--- src/rtl/pipe_hazard_ctl_pkg.sv ---
// pipe_ctl_pkg: shared state encoding and constants for the pipeline sequencing controller.
package pipe_ctl_pkg;
  typedef enum logic [1:0] {
    IDLE   = 2'b00,
    RUN    = 2'b01,
    DRAIN  = 2'b10,
    HALTED = 2'b11
  } state_e;
  localparam int REG_W_DEF = 3;
  localparam logic [5:0] NOP_OP = 6'h00;
endpackage

--- src/rtl/pipe_hazard_ctl_hazard_detect.sv ---
// hazard_detect: combinational load-use compare between the P2 sources and the P3 load target.
module hazard_detect
  import pipe_ctl_pkg::*;
#(
  parameter int REG_W = REG_W_DEF
) (
  input  logic [REG_W-1:0] rs_i,
  input  logic [REG_W-1:0] rt_i,
  input  logic             use_rs_i,
  input  logic             use_rt_i,
  input  logic [REG_W-1:0] rd_i,
  input  logic             memread_i,
  output logic             hazard_o
);
  assign hazard_o = memread_i & ((use_rs_i & (rs_i == rd_i)) | (use_rt_i & (rt_i == rd_i)));
endmodule

--- src/rtl/pipe_hazard_ctl.sv ---
// pipe_hazard_ctl: sequences PC/P1-P2 enables, flushes and bubbles for load-use stalls, branch squash and HLT drain.
module pipe_hazard_ctl
  import pipe_ctl_pkg::*;
#(
  parameter int REG_W     = REG_W_DEF,
  parameter int DRAIN_CYC = 3,
  parameter int CNT_W     = 16
) (
  input  logic             clk,
  input  logic             rst_n,
  input  logic             start,
  input  logic [REG_W-1:0] id_rs,
  input  logic [REG_W-1:0] id_rt,
  input  logic             id_use_rs,
  input  logic             id_use_rt,
  input  logic             id_hlt,
  input  logic [REG_W-1:0] ex_rd,
  input  logic             ex_memread,
  input  logic             br_taken,
  output logic             pc_we,
  output logic             if_id_en,
  output logic             if_id_flush,
  output logic             id_ex_bubble,
  output logic             halted,
  output logic [CNT_W-1:0] stall_cnt
);
  localparam int DW = $clog2(DRAIN_CYC + 1);
  state_e           state_q, state_d;
  logic [DW-1:0]    dcnt_q, dcnt_d;
  logic [CNT_W-1:0] cnt_q, cnt_d;
  logic             halted_q;
  logic             hazard;
  hazard_detect #(.REG_W(REG_W)) u_hazard (
    .rs_i      (id_rs),
    .rt_i      (id_rt),
    .use_rs_i  (id_use_rs),
    .use_rt_i  (id_use_rt),
    .rd_i      (ex_rd),
    .memread_i (ex_memread),
    .hazard_o  (hazard)
  );
  always_comb begin
    state_d      = state_q;
    dcnt_d       = dcnt_q;
    cnt_d        = cnt_q;
    pc_we        = 1'b0;
    if_id_en     = 1'b0;
    if_id_flush  = 1'b0;
    id_ex_bubble = 1'b0;
    case (state_q)
      IDLE, HALTED: begin
        if_id_flush  = 1'b1;
        id_ex_bubble = 1'b1;
        if (start) begin
          state_d = RUN;
          cnt_d   = '0;
        end
      end
      RUN: begin
        // Branch squashes P1/P2 outright, so a hazard or HLT sitting there is moot.
        if (br_taken) begin
          pc_we        = 1'b1;
          if_id_en     = 1'b1;
          if_id_flush  = 1'b1;
          id_ex_bubble = 1'b1;
        end else if (hazard) begin
          id_ex_bubble = 1'b1;
          cnt_d        = &cnt_q ? cnt_q : cnt_q + 1'b1;
        end else if (id_hlt) begin
          dcnt_d  = DW'(DRAIN_CYC - 1);
          state_d = DRAIN;
        end else begin
          pc_we    = 1'b1;
          if_id_en = 1'b1;
        end
      end
      DRAIN: begin
        if (br_taken) begin
          pc_we        = 1'b1;
          if_id_en     = 1'b1;
          if_id_flush  = 1'b1;
          id_ex_bubble = 1'b1;
          dcnt_d       = '0;
          state_d      = RUN;
        end else begin
          id_ex_bubble = 1'b1;
          state_d      = dcnt_q == '0 ? HALTED : DRAIN;
          dcnt_d       = dcnt_q == '0 ? dcnt_q : dcnt_q - 1'b1;
        end
      end
    endcase
  end
  always_ff @(posedge clk) begin
    if (!rst_n) begin
      state_q  <= IDLE;
      dcnt_q   <= '0;
      cnt_q    <= '0;
      halted_q <= 1'b1;
    end else begin
      state_q  <= state_d;
      dcnt_q   <= dcnt_d;
      cnt_q    <= cnt_d;
      halted_q <= (state_d == IDLE) || (state_d == HALTED);
    end
  end
  assign halted    = halted_q;
  assign stall_cnt = cnt_q;
endmodule

--- config.mk ---
export PLATFORM = sky130hd
export DESIGN_NAME = pipe_hazard_ctl
export DESIGN_NICKNAME = d
export VERILOG_FILES = /design/src/rtl/pipe_hazard_ctl_pkg.sv /design/src/rtl/pipe_hazard_ctl_hazard_detect.sv /design/src/rtl/pipe_hazard_ctl.sv
export SDC_FILE = /design/constraint.sdc
export NUM_CORES = 1
export LEC_CHECK = 0
export ABC_CLOCK_PERIOD_IN_PS = 2000
export CAP_MARGIN = 20
export CORE_ASPECT_RATIO = 1.25
export CORE_MARGIN = 2
export CORE_UTILIZATION = 41
export DETAILED_ROUTE_END_ITERATION = 6
export HOLD_SLACK_MARGIN = 0.03
export PLACE_DENSITY_LB_ADDON = 0.2
export SYNTH_ARGS = -nofsm -noshare
export SYNTH_HDL_FRONTEND = slang
export SYNTH_SLANG_ARGS = --single-unit
--- constraint.sdc ---
create_clock -name clk -period 2 [get_ports clk]
set_input_delay 0.4 -clock clk [delete_from_list [all_inputs] [get_ports clk]]
set_output_delay 0.4 -clock clk [all_outputs]
set_load 0.02 [all_outputs]
# == Yosys cells after proc, flatten, opt, wreduce, memory -nomap -nowiden ==
# Index checks and enable logic that the tools add are counted.
# totals
regBits,21
word_cells,62
# op_classes
addsub,2
n_eq_ne,13
n_mux,27
n_bitwise,4
n_reduce_logical,12
# ops
op,count
2-to-1 mux 16 bit,4
one-hot mux 16 bit (2 select lines),1
2-to-1 mux 2 bit,10
"adder 16 x 1 -> 16 bit, second input constant",1
AND reduction 16 bit,1
"!= test 2 bit, second input constant",6
AND reduction 5 bit,2
2-to-1 mux 1 bit,7
"equality test 2 bit, second input constant",3
equality test 3 bit,2
logical NOT 2 bit,3
one-hot mux 1 bit (2 select lines),3
one-hot mux 2 bit (3 select lines),1
one-hot mux 2 bit (2 select lines),1
nonzero test 2 bit,2
OR reduction 2 bit,2
bitwise AND 1 bit,3
"!= test 3 bit, second input constant",1
OR reduction 3 bit,1
"equality test 2 x 1 -> 1 bit, second input constant",1
"subtractor 2 x 1 -> 2 bit, second input constant",1
logical OR 1 bit,1
bitwise OR 1 bit,1

# == Logic depth before layout (Yosys ltp) ==
# Gate-level depths: netlist of run 1.
# depth
ltp_word,9
ltp_mapped,9
mapped_depth_nobuf,7

# == Cells and area by module ==
# From an unflattened synthesis of run 1, not the netlist that was laid out.
# unflattened
cells_unflattened,168
hier_area_um2,1412.6
# modules_own_cells
mod,n_inst,cells_each,area_per_inst_um2,seq_area_each_um2
pipe_hazard_ctl,1,159,1340.0,420.4
hazard_detect,1,9,72.6,0.0

# == Least setup slack after synthesis of run 1 ==
# OpenSTA, ideal clock, no wires.
# synth_path
path_type,input to output
start,in id_rt[0]
end,out pc_we
arrival_ps,1874
setup_slack_ps,-274
cell_stages,6
path_buffers,1
cell_sequence,xnor2_1 -> nand4_1 -> a21boi_0 -> or3b_2 -> a21oi_1 -> buf_4
# synth_via
elab_chain_cells,7
# synth_lines
element,line_no,rtl
start: declaration,pipe_hazard_ctl.sv:13,"input logic [REG_W-1:0] id_rt,"
equality test 3 bit,pipe_hazard_ctl_hazard_detect.sv:15,assign hazard_o = memread_i & ((use_rs_i & (rs_i == rd_i)) | (use_rt_i & (rt_i == rd_i)));
bitwise AND 1 bit,pipe_hazard_ctl_hazard_detect.sv:15,
bitwise OR 1 bit,pipe_hazard_ctl_hazard_detect.sv:15,
bitwise AND 1 bit,pipe_hazard_ctl_hazard_detect.sv:15,
2-to-1 mux 1 bit (2 in a row),--,
one-hot mux 1 bit (2 select lines),--,
end: declaration,pipe_hazard_ctl.sv:20,"output logic pc_we,"
# Every way passes these cells.

# == Final worst setup path of run 1 ==
# layout_path
start,in id_hlt
end,out if_id_en
# layout_via
elab_chain_cells,4
# layout_lines
element,line_no,rtl
start: declaration,pipe_hazard_ctl.sv:16,"input logic id_hlt,"
2-to-1 mux 1 bit,pipe_hazard_ctl.sv:69,end else if (id_hlt) begin
2-to-1 mux 1 bit,pipe_hazard_ctl.sv:66,end else if (hazard) begin
2-to-1 mux 1 bit,pipe_hazard_ctl.sv:61,if (br_taken) begin
one-hot mux 1 bit (2 select lines),pipe_hazard_ctl.sv:50,case (state_q)
end: declaration,pipe_hazard_ctl.sv:21,"output logic if_id_en,"
# Every way passes these cells.

==> flow_summary_export.csv, run 1 <==
group,metric,value,unit
cells_and_area,final_nets,292,
timing,setup_viol,0,
routing,drtPass1Iterations,4,
setup_path,start_kind,"input port",
cells_and_area,final_common_cell,"buf_4",
timing,hold_viol,0,
setup_path,crit_fanout,2,
synthesis,synth-edff-count,0,
synthesis,yosys_most_used_dff,"dfxtp_1",
synthesis,synth_area_per_cell,7.87,sq um
clock_tree,postCtsHoldBufs,0,
worst_hold_path,hold_class,"reg -> reg",
clock_tree,root_buffer,"clkbuf_8",
synthesis,async_flop_share,0,%
clock_tree,numClockSinks,21,
synthesis,synth_cells,195,
clock_tree,clk_path_buf_depth,2,
die,io_pins,38,
clock_tree,h-tree-depth,1,
timing,fmax,514,MHz
clock_tree,clk_pin_slew,90,ps
clock_tree,cts_buffers,3,
synthesis,yosysTopAreaCell,"dfxtp_1",
cells_and_area,area_delta_synth_final,60.7,%
die,rows,24,
routing,wl_per_cell,14.0,um
cells_and_area,design_area,2470,sq um
synthesis,yosysSeqAreaShare,27.4,%
cells_and_area,drive_gt1_share,34.6,%
timing,slew_headroom,68.5,%
global_routing,grt_max_degree,19,
routing,drtIter0Drc,99,
timing,rsz0062_at_grt,"yes",
place,pre_cts_ws,-902,ps
status,status,"complete, no violations",
die,dieArea,4250,sq um
routing,drcViolationCount,0,
setup_path,critPathKind,"in -> out",
global_routing,grt_pass1_vias,1629,
routing,drt_wl_total,4300,um
global_routing,grt_usage,21.9,%
global_routing,grt_pass1_wl,7390,um
place,port_buffers,37,
synthesis,synth.area.top_cells,"dfxtp_1, mux2i_1, nand2_1",
timing,worst-slew-pin-transition,468,ps
worst_hold_path,hold_depth,2,
synthesis,yosysTopAreaCellShare,27.4,%
routing,viasPerCell,5.55,
synthesis,ys_ff_latch,21,
routing,vias,1710,
synthesis,syn_nets,217,
place,placed_area,2330,sq um
clock_tree,cts_tree,"done",
job,drv_cap,0,
timing,post-route-min-period,1940,ps
die,die_h,72.4,um
power,p_per_area,410,nW/um^2
die,initial_utilization,43.3,%
die,die_width,58.7,um
power,ir_drop,305,uV
clock_tree,worst_skew_pair.late_latency,270,ps
cells_and_area,antenna_cells,0,
timing,fin_skew,9.15,ps
timing,min_period_over_period,97.2,%
power,p_total,1.01,mW
routing,ant_nets,0,
synthesis,ys_types,44,
global_routing,grt_overflow,0,
timing,fin_ws,55.7,ps
setup_path,critPathRequiredTime,1600,ps
place,dp_hpwl,3320,um
place,place_congestion,0.818,
setup_path,reg2reg_depth,8,
die,coreArea,3540,sq um
setup_path,worst-r2r-setup-slack,70,ps
synthesis,yosys_warnings,0,
synthesis,netlist_area,1540,sq um
setup_path,setup.worst_path.end_class,"output pin",
setup_path,critPathArrivalTime,1540,ps
global_routing,grt_antenna_before_repair,0,
power,p_leak,0.944,nW
cells_and_area,final_cell_mix,"buf_4, nand2_1, clkdlybuf4s50_1",
timing,report.final.slew_viol_count,0,
[power by group]
group | switching [mW] | internal [mW] | total [mW]
combinational | 0.132 | 0.153 | 0.284
sequential | 0.00798 | 0.427 | 0.435
clock | 0.153 | 0.139 | 0.292
[registers in the layout (all words and copies together), names as in the netlist]
| register | flops |
|---|---|
| state_q | 2 |
| stall_cnt | 16 |
| dcnt_q | 2 |
| halted | 1 |
[worst max-delay path, stage by stage]
cell	delay, ps
clkdlybuf4s50_1	430
or3b_4	420
a21oi_4	160
buf_6	140
[cells in the mapped netlist (2+ instances only)]
library cell	n
o2111ai_1	2
a21oi_1	6
nor3b_1	2
nand3_1	12
mux2i_1	13
o21ai_0	8
nor2_1	8
clkbuf_1	5
ha_1	5
nor2b_1	2
o41ai_1	6
buf_2	2
o22ai_1	2
and3_1	2
and2_1	3
dfxtp_1	21
buf_4	2
nand4_1	7
o21a_1	2
xnor2_1	6
buf_6	2
a21boi_0	3
nand2b_1	9
o31ai_1	5
nand2_1	30
inv_1	7
or3_1	3
nor3_1	3
or4_1	2
[metrics by stage]
step / util [%] / hold WS [ps] / instances / setup TNS, ps
final: 69.6 / 465 / 308 / 0
after global routing: 69.6 / 474 / 308 / -190
after CTS: 67.7 / 469 / 305 / 0
after detailed placement: 65.6 / 457 / 297 / -7420
after global placement: 65.6 / 444 / 297 / -6610
after floorplan: - / 435 / 195 / -182
[path summary, 6_finish.rpt]
check	from	endpoint
worst max-delay path	id_hlt	if_id_en
worst min-delay path	dcnt_q[1]	dcnt_q[1]
worst max register to register	state_q[0]	stall_cnt[0]
worst min register to register	dcnt_q[1]	dcnt_q[1]
[cell type report]
| type | count | area, sq um |
|---|---|---|
| clock buffer | 3 | 41.3 |
| clock inverter | 1 | 5.00 |
| fill | 298 | 1080 |
| inverter | 7 | 26.3 |
| multi-input combinational | 157 | 1230 |
| sequential | 21 | 432 |
| tap | 39 | 48.8 |
| timing repair buffer | 80 | 684 |
[kinds of logic after synthesis]
family,after synthesis,share of synthesized area [%]
and+or+nand+nor,91,31.5
muxes,13,8.48
xor gates and xnor gates,6,3.42
adders and majority gates,5,4.07
buffers and inverters,18,6.03
AOI/OAI and AO/OA,41,19.2
DFF,21,27.4
[routing by layer]
layer	up-vias	wire (um)	share of wire [%]	GRT usage, %
met1	809	1870	43	28.1
met3	7	169	3.9	2.67
met2	34	2210	51	37.3
met4	0	54	1.3	7.58
met5	-	0	0	0
li1	860	-	-	-
[repair_timing]
action | CTS | global route
pin swaps | 12 | 7
cloned | 1 | 0
resized for setup | 64 | 11
setup buffers | 3 | 3
setup endpoints to repair | 18 | 17
(Power assumes the default switching activity.)
==> run 2: changes to the inputs <==
--- a/config.mk
+++ b/config.mk
@@ -7,9 +7,11 @@
 export LEC_CHECK = 0
 export ABC_CLOCK_PERIOD_IN_PS = 2000
 export CAP_MARGIN = 20
+export CELL_PAD_IN_SITES_DETAIL_PLACEMENT = 1
+export CELL_PAD_IN_SITES_GLOBAL_PLACEMENT = 1
 export CORE_ASPECT_RATIO = 1.25
 export CORE_MARGIN = 2
-export CORE_UTILIZATION = 41
+export CORE_UTILIZATION = 32
 export DETAILED_ROUTE_END_ITERATION = 6
 export HOLD_SLACK_MARGIN = 0.03
 export PLACE_DENSITY_LB_ADDON = 0.2
==> run 2 against run 1 <==
Effect of this change: the run now ends with setup timing left; via count grew 4.3%; sequential share of layout area is 1.4 points lower; flip-flop and latch count stayed put; clock skew down 1.6 ps; global-route usage is 1.7 points lower; first-iteration DRC count fell by 53%; total power rose by 1.6%; critical path type is now reg -> reg; critical endpoint is now stall_cnt[11]; highest routed layer unchanged.
==> flow_summary_export.csv, run 2 (synthesis gave the netlist of run 1 again) <==
group,metric,value,unit
status,status,"finished, violations left",
status,violations,"setup timing",
cells_and_area,drive_gt1_share,38.8,%
routing,drtPass1Iterations,4,
power,p_sw,301,uW
worst_hold_path,holdCritStartpoint,"dcnt_q[0]",
die,dieArea,5370,sq um
setup_path,worst-r2r-setup-slack,-170,ps
cells_and_area,design_area,2670,sq um
die,initial_utilization,32.7,%
timing,fin_skew,7.50,ps
cells_and_area,antenna_cells,0,
global_routing,use_met2,40.4,%
clock_tree,root_buffer,"clkbuf_8",
job,drv_cap,0,
place,dp_hpwl,3780,um
die,die_width,66.0,um
cells_and_area,final_nets,296,
global_routing,use_met3,1.64,%
setup_path,regToRegStartpoint,"state_q[0]",
global_routing,grt_antenna_before_repair,0,
place,place_congestion,0.731,
setup_path,crit_fanout,6,
power,p_per_area,386,nW/um^2
clock_tree,postCtsHoldBufs,0,
setup_path,cp_slowest_stage_delay,430,ps
die,io_pins,38,
timing,hold_slack,477,ps
setup_path,critPathSlowestCell,"or4_4",
die,die_h,81.4,um
timing,setup_viol,12,
power,combPwrFrac,29.0,%
clock_tree,worst_skew_pair.late_latency,270,ps
cells_and_area,final_cell_mix,"buf_4, nand2_1, clkdlybuf4s50_1",
power,p_leak,1.01,nW
clock_tree,cts_tree,"done",
worst_hold_path,hold_class,"reg -> reg",
setup_path,cp-startpoint,"state_q[0]",
setup_path,path_cells,"inv_4 > ha_4 > mux2i_2 > nor3b_2 > a21bo_4 > buf_12 > buf_4 > or4_4 > a21oi_2",
global_routing,grt_pass1_wl,8490,um
cells_and_area,largest_reg_flops,16,
timing,hold_viol,0,
timing,rsz0062_at_grt,"yes",
global_routing,grt_pass1_vias,1859,
cells_and_area,fill_cells,554,
timing,fin_ws,-168,ps
power,clockPowerShare,28.4,%
routing,vias,1784,
global_routing,busiest_layer,"met2",
power,internal-power,727,uW
place,placed_area,2370,sq um
routing,wl_per_cell,15.9,um
global_routing,grt_max_degree,15,
timing,min_period_over_period,108,%
cells_and_area,fin_util,56.8,%
power,seqPwrFrac,42.6,%
clock_tree,numClockSinks,21,
global_routing,met1_usage,22.9,%
routing,drt_wl_total,5290,um
timing,fin_setup_tns,-1050,ps
clock_tree,cts_buffers,3,
cells_and_area,area_delta_synth_final,73.8,%
power,sw_frac_of_total,29.3,%
setup_path,critPathArrivalTime,2370,ps
power,ir_drop,205,uV
die,rows,28,
setup_path,cp_top_family,"simple AND/OR/NAND/NOR gates",
clock_tree,clk_path_buf_depth,2,
timing,post-route-min-period,2170,ps
timing,slew_headroom,75.7,%
clock_tree,clk_pin_slew,90,ps
setup_path,crit_buf_inv,3,
clock_tree,h-tree-depth,1,
global_routing,grt_usage,20.1,%
routing,viasPerCell,5.36,
timing,worst-slew-pin-transition,361,ps
timing,report.final.slew_viol_count,0,
worst_hold_path,hold_depth,2,
place,port_buffers,37,
setup_path,reg2reg_depth,9,
timing,fmax,461,MHz
setup_path,start_kind,"flop",
power,p_total,1.03,mW
setup_path,critPathKind,"reg -> reg",
global_routing,grt_overflow,0,
setup_path,critPathRequiredTime,2200,ps
setup_path,setup.worst_path.end_class,"flop",
worst_hold_path,whs_endpoint,"dcnt_q[0]",
routing,drtIter0Drc,47,
cells_and_area,final_common_cell,"buf_4",
routing,ant_nets,0,
setup_path,worstReg2RegEnd,"stall_cnt[11]",
routing,drcViolationCount,0,
die,coreArea,4690,sq um
==> run 2: changes by cell type in the layout (fill, tap and decap cells not counted), moves of 2 or more <==
| cell | previous run | this run |
|---|---|---|
| xnor2_1 | 6 | 4 |
| a21oi_2 | 0 | 3 |
| a21oi_1 | 5 | 2 |
| buf_6 | 3 | 11 |
| xnor2_2 | 0 | 2 |
| or4_1 | 2 | 0 |
| or4_4 | 1 | 3 |
| buf_2 | 10 | 6 |
==> run 2: power groups by stage <==
stage / Combinational, mW / Clock [mW] / Sequential [mW]
4_1_cts: 0.288 / 0.302 / 0.435
3_3_place_gp: 0.258 / 0 / 0.444
2_1_floorplan: 0.134 / 0 / 0.447
3_5_place_dp: 0.264 / 0 / 0.445
6_report: 0.298 / 0.292 / 0.438
5_1_grt: 0.323 / 0.319 / 0.439
==> run 2: per-stage QoR <==
step,setup slack (ps),instances
after floorplan,-55.0,195
after global placement,-867,321
after detailed placement,-910,321
after CTS,-168,332
after global routing,-233,333
final,-168,333
==> run 2: layout make-up <==
| type | count | area, sq um | area share (%) |
|---|---|---|---|
| tap | 60 | 75.1 | 2.81 |
| timing repair buffer | 85 | 791 | 29.6 |
| inverter | 7 | 28.8 | 1.08 |
| clock buffer | 4 | 45.0 | 1.69 |
| sequential | 21 | 429 | 16.1 |
| multi-input combinational | 156 | 1300 | 48.7 |
==> run 2: how the worst max path moves through the flow <==
stage	end	slack, ps	cells past startpoint
3_3_place_gp	pc_we	-870	7
4_1_cts	stall_cnt[15]	-170	9
6_report	stall_cnt[11]	-170	9
3_5_place_dp	pc_we	-910	7
5_1_grt	stall_cnt[11]	-230	9
2_1_floorplan	pc_we	-50	6
==> run 2: what timing repair did <==
action                     in CTS  in global routing
setup endpoints to repair      17                 19
cloned                          1                  0
gates resized for setup        81                 24
pin swaps                      19                 11
setup buffers                   8                  1
==> run 2: worst min-delay path, delay by kind of cell, from the launching register on <==
family        cells  cell delay, ps
flops             1             320
simple gates      1              60
mux               1              50
==> run 2: layer usage <==
layer	up-vias	part of all wire, %
met3	10	2.1
met1	874	40
met2	37	57
li1	863	-
met4	0	1.3
met5	-	0
==> RTL change 1 (flow settings as in run 2) <==
Put one more register stage on the output `stall_cnt`, with the module's reset. The value now appears one clock later. The other outputs are not delayed to match.
--- a/src/rtl/pipe_hazard_ctl.sv
+++ b/src/rtl/pipe_hazard_ctl.sv
@@ -104,6 +104,12 @@
     end
   end
   assign halted    = halted_q;
-  assign stall_cnt = cnt_q;
+  always_ff @(posedge clk) begin
+    if (!rst_n) begin
+      stall_cnt <= '0;
+    end else begin
+      stall_cnt <= cnt_q;
+    end
+  end
 endmodule
 
Formal check against the unedited RTL: not equivalent (a bounded check fails within 4 cycles, from zero or initial values and one cycle with rst_n low).
==> RTL change 1 against run 2 <==
  * The run still ends with negative setup slack left
  * First-iteration DRC count rose by 47%
  * Routed wire length is 12% lower
  * Synthesized area up 13%
  * Fmax up 1.6%
  * Design area decreased by 2.2%
  * Non-clock buffer count fell by 13
  * Sequential power rose by 71%
  * Sequential share of layout area grew 13 points
  * Sequential cell count rose by 16
  * Power rose by 50%
  * Final cell count fell by 0.60%
  * Global-route usage decreased by 3.8 points
  * Setup slack better by 0.035 ns
==> RTL change 1: results (changes against run 2) <==
* Status: finished with violations (unchanged)
* Failing checks: negative setup slack (unchanged)
* Commonest non-fill, non-tap cell in the layout: dfxtp_1 (was buf_4)
* Register area share after synthesis at 42.8% (was 27.4%)
* Crit path to: if_id_en (was stall_cnt[11]$_SDFFE_PN0P_)
* CTS buffer count at 5 (was 3)
* Placed Cells at 319 (was 321)
* Synth Area in Adders at 3.62% (was 4.07%)
* Peak supply drop at 0.325 mV (was 0.205 mV)
* Worst R2R End: cnt_q[6]$_SDFFE_PN0P_ (was stall_cnt[11]$_SDFFE_PN0P_)
* Post-CTS Setup Bufs at 4 (was 8)
* Worst slew margin at 76.5% (was 75.7%)
* Nets at 291 (was 296)
* Synth cell types at 42 (was 44)
* Iteration-0 DRC count of the detailed router at 69 (was 47)
* Post-Layout Cell Count at 331 (was 333)
* Hold Startpoint: cnt_q[1]$_SDFFE_PN0P_ (was dcnt_q[0]$_SDFFE_PN0P_)
* CP Max Fanout at 2 (was 6)
* Number of fill cells in the layout at 618 (was 554)
* Post-route setup slack at -0.133 ns (was -0.168 ns)
* Post-synth top cells: dfxtp_1 (37), and2_1 (18), nand2_1 (17) (was nand2_1 (30), dfxtp_1 (21), mux2i_1 (13))
* First-pass GRT wire length at 7.82 mm (was 8.49 mm)
* Flop-to-flop setup slack at -0.03 ns (was -0.17 ns)
* Clock transition at path regs at 0.07 ns (was 0.09 ns)
* Compound-gate portion of the synthesized area at 16.1% (was 19.2%)
* Placed inst area at 0.00239 mm² (was 0.00237 mm²)
* Critical Path Source: ex_rd[1] (was state_q[0]$_SDFF_PN0_)
* RePlAce Congestion at 0.782 (was 0.731)
* Worst Hold End: cnt_q[1]$_SDFFE_PN0P_ (was dcnt_q[0]$_SDFFE_PN0P_)
* Clk_skew at 0.00456 ns (was 0.00750 ns)
* Share of layout cells above drive strength 1 at 27.1% (was 38.8%)
* Critical Path AT at 1.73 ns (was 2.37 ns)
* Top post-synthesis cells by area: dfxtp_1 (43%), xnor2_1 (6.6%), and2_1 (6.5%) (was dfxtp_1 (27%), mux2i_1 (8.5%), nand2_1 (7.3%))
* Final wirelength at 4.66 mm (was 5.29 mm)
* Int Pwr at 1.16 mW (was 0.727 mW)
* Vias in the first global route at 1740 (was 1859)
* Mapped Cells at 196 (was 195)
* Mapped Nets at 218 (was 217)
* Setup TNS at -0.349 ns (was -1.05 ns)
* Slowest cell on the critical path: or3b_4 (was or4_4)
* CP peak stage delay at 0.38 ns (was 0.43 ns)
* Crit Path Class: in -> out (was reg -> reg)
* Post-DP HPWL at 3.45 mm (was 3.78 mm)
* Skew-Pair Late Insertion Delay at 0.29 ns (was 0.27 ns)
* Seq group at 0.750 mW (was 0.438 mW)
* Leakage at 0.994 nW (was 1.01 nW)
* Final setup fails at 8 (was 12)
* Htree depth at 2 (was 1)
-- RTL change 1: cell types whose count changed after synthesis, sizes merged, moves of 6 or more --
cell and delta:
a21oi +10, and2 +15, dfxtp +16, mux2i -12
nand2 -13, nand2b -6, nand3 -7, nand4 -6
nor2 +6, xnor2 +7
-- RTL change 1: per-layer routing --
layer / vias up / GRT usage [%] / routed length [µm]
li1: 829 / - / -
met1: 844 / 16.8 / 1810
met2: 25 / 32.6 / 2660
met3: 5 / 3.49 / 129
met4: 0 / 5.24 / 65
met5: - / 0 / 0
-- RTL change 1: logic make-up (layout without fill, tap and decap cells) --
group           after synthesis  in the layout
compound gates               44             44
flops                        37             37
xor+xnor                     14             14
mux                           1              1
simple gates                 83             83
fa+ha+maj                     5              5
buf+inv                      12             85
-- RTL change 1: final cells by class --
type | count | area share, %
clock buffer | 7 | 3.31
inverter | 6 | 0.863
multi-input combinational | 147 | 39.8
sequential | 37 | 28.6
tap | 62 | 2.97
timing repair buffer | 72 | 24.4
==> RTL change 2 (flow settings as in run 2) <==
Without the edit above. Change the parameter `DRAIN_CYC` from 3 to 2.
--- a/src/rtl/pipe_hazard_ctl.sv
+++ b/src/rtl/pipe_hazard_ctl.sv
@@ -3,7 +3,7 @@
   import pipe_ctl_pkg::*;
 #(
   parameter int REG_W     = REG_W_DEF,
-  parameter int DRAIN_CYC = 3,
+  parameter int DRAIN_CYC = 2,
   parameter int CNT_W     = 16
 ) (
   input  logic             clk,
Function: changed (a bounded check fails within 10 cycles, from zero or initial values and one cycle with rst_n low).
==> RTL change 2 against run 2 <==
  * Sequential cell count unchanged
  * Critical path depth down 2
  * Design area down 8.9%
  * Power up 19%
  * Routed wire length down 1.9%
  * Setup slack better by 0.23 ns
  * Sequential share of layout area up 1.4 points
  * First-iteration DRC count up 77%
  * Synthesized area down 2.0%
==> RTL change 2: results (changes against run 2) <==
* Htree depth at 1 (unchanged)
* Peak supply drop at 0.318 mV (was 0.205 mV)
* First-pass DRT Iterations at 4 (unchanged)
* Root Buffer: clkbuf_8 (unchanged)
* Hold Startpoint: dcnt_q[1]$_SDFFE_PN0P_ (was dcnt_q[0]$_SDFFE_PN0P_)
* Worst Hold End: dcnt_q[1]$_SDFFE_PN0P_ (was dcnt_q[0]$_SDFFE_PN0P_)
* Post-DP HPWL at 3.88 mm (was 3.78 mm)
* Hold depth at 2 (unchanged)
* Top post-synthesis cells by area: dfxtp_1 (28%), nand2_1 (4.7%), mux2i_1 (4.7%) (was dfxtp_1 (27%), mux2i_1 (8.5%), nand2_1 (7.3%))
* Number of vias in the routed layout at 1726 (was 1784)
* Clk_skew at 0.000907 ns (was 0.00750 ns)
* RePlAce Congestion at 0.841 (was 0.731)
* First-pass GRT wire length at 8.30 mm (was 8.49 mm)
* Async SR Flop Fraction at 0% (unchanged)
* Diodes inserted at 0 (unchanged)
* CP Max Fanout at 5 (was 6)
* Synth cell types at 49 (was 44)
* Dpl ws at -0.751 ns (was -0.910 ns)
* Mapped Nets at 205 (was 217)
* Hold_ws at 0.463 ns (was 0.477 ns)
* Post-synth top cells: dfxtp_1 (21), nand2_1 (19), a21oi_1 (13) (was nand2_1 (30), dfxtp_1 (21), mux2i_1 (13))
* Worst R2R End: stall_cnt[8]$_SDFFE_PN0P_ (was stall_cnt[11]$_SDFFE_PN0P_)
* Skew-Pair Late Insertion Delay at 0.27 ns (about the same)
* Largest net degree at the start of global routing at 14 (was 15)
* R2r worst-path depth at 7 (was 9)
* Max reg flops at 16 (unchanged)
* Share of layout cells above drive strength 1 at 34.8% (was 38.8%)
* Nets at 276 (was 296)
* CTS buffer count at 3 (unchanged)
* Placed inst area at 0.00217 mm² (was 0.00237 mm²)
* Final setup fails at 0 (was 12)
* Initial antenna violation count at 0 (unchanged)
* Worst slew margin at 75.3% (was 75.7%)
* Final wirelength at 5.19 mm (was 5.29 mm)
* CTS max path bufs at 2 (unchanged)
* Register area share after synthesis at 27.9% (was 27.4%)
* Yosys warning count at 0 (unchanged)
* IO Port Bufs at 37 (unchanged)
* Critical Path AT at 2.15 ns (was 2.37 ns)
* Status: completed (was finished with violations)
* Flop-to-flop setup slack at 0.06 ns (was -0.17 ns)
* Min-Delay Path Class: reg -> reg (unchanged)
* GRT Total Usage at 20.4% (was 20.1%)
* Leakage at 0.954 nW (was 1.01 nW)
* Iteration-0 DRC count of the detailed router at 83 (was 47)
* Clock transition at path regs at 0.09 ns (about the same)
* Worst r2r src: state_q[0]$_SDFF_PN0_ (unchanged)
* Vias in the first global route at 1831 (was 1859)
==> RTL change 2: kinds of logic (layout without fill, tap and decap cells) <==
logic type	count (synthesis)	after routing	synth area share [%]
buffers and inverters	20	90	5.90
and+or+nand+nor	77	77	29.4
AOI/OAI and AO/OA	46	46	23.7
muxes	8	8	5.40
xor gates and xnor gates	6	6	3.49
DFF	21	21	27.9
adders and majority gates	5	5	4.16
==> RTL change 2: where the power goes <==
group          switching, mW  leakage [nW]  internal [mW]  total (mW)
clock                  0.164        0.0217          0.141       0.305
combinational          0.225         0.761          0.247       0.472
sequential           0.00956         0.171          0.437       0.446
==> RTL change 2: worst max-delay path, stage by stage (launching register included) <==
cell       delay (ns)
dfxtp_2          0.34
inv_2            0.05
ha_4             0.25
mux2_4           0.22
o2111ai_4        0.17
clkbuf_16        0.22
or4_1            0.49
a21oi_1          0.13
==> RTL change 2: worst max path at each step <==
stage,slack [ns],to,start
floorplan,-0.04,pc_we,id_rs[1]
global placement,-0.70,if_id_en,ex_rd[1]
detailed placement,-0.75,if_id_en,ex_rd[1]
CTS,0.002,stall_cnt[4]$_SDFFE_PN0P_,state_q[0]$_SDFF_PN0_
global route,-0.02,stall_cnt[14]$_SDFFE_PN0P_,stall_cnt[3]$_SDFFE_PN0P_
finish,0.06,stall_cnt[8]$_SDFFE_PN0P_,state_q[0]$_SDFF_PN0_
==> RTL change 2: cell type report <==
class / count / area [µm²]
clock buffers: 3 / 41.3
clock inverters: 1 / 7.51
fillers: 534 / 2030
inverters: 11 / 41.3
multi-input cells: 142 / 1140
flip-flops and latches: 21 / 424
well taps: 58 / 72.6
repair buffers: 75 / 703
==> RTL change 2: routing by layer <==
metal / share of wire (%) / global-route usage [%] / vias to the layer above
li1: - / - / 829
met1: 38 / 20.7 / 848
met2: 57 / 41.1 / 41
met3: 2.5 / 1.54 / 8
met4: 1.9 / 8.75 / 0
met5: 0 / 0 / -
==> RTL change 2: what timing repair did <==
item | in CTS | in global routing
pin swaps | 23 | 21
gates cloned | 2 | 0
resized for setup | 67 | 28
setup buffers | 5 | 1
setup endpoints to repair | 22 | 18
==> RTL change 2: stage by stage <==
step / utilization (%) / std cells / power [mW]
3_3_place_gp: 48.6 / 300 / 0.852
4_1_cts: 52.5 / 311 / 1.21
3_5_place_dp: 48.6 / 300 / 0.872
5_1_grt: 54.5 / 311 / 1.29
6_report: 54.5 / 311 / 1.22
2_1_floorplan: - / 183 / 0.672
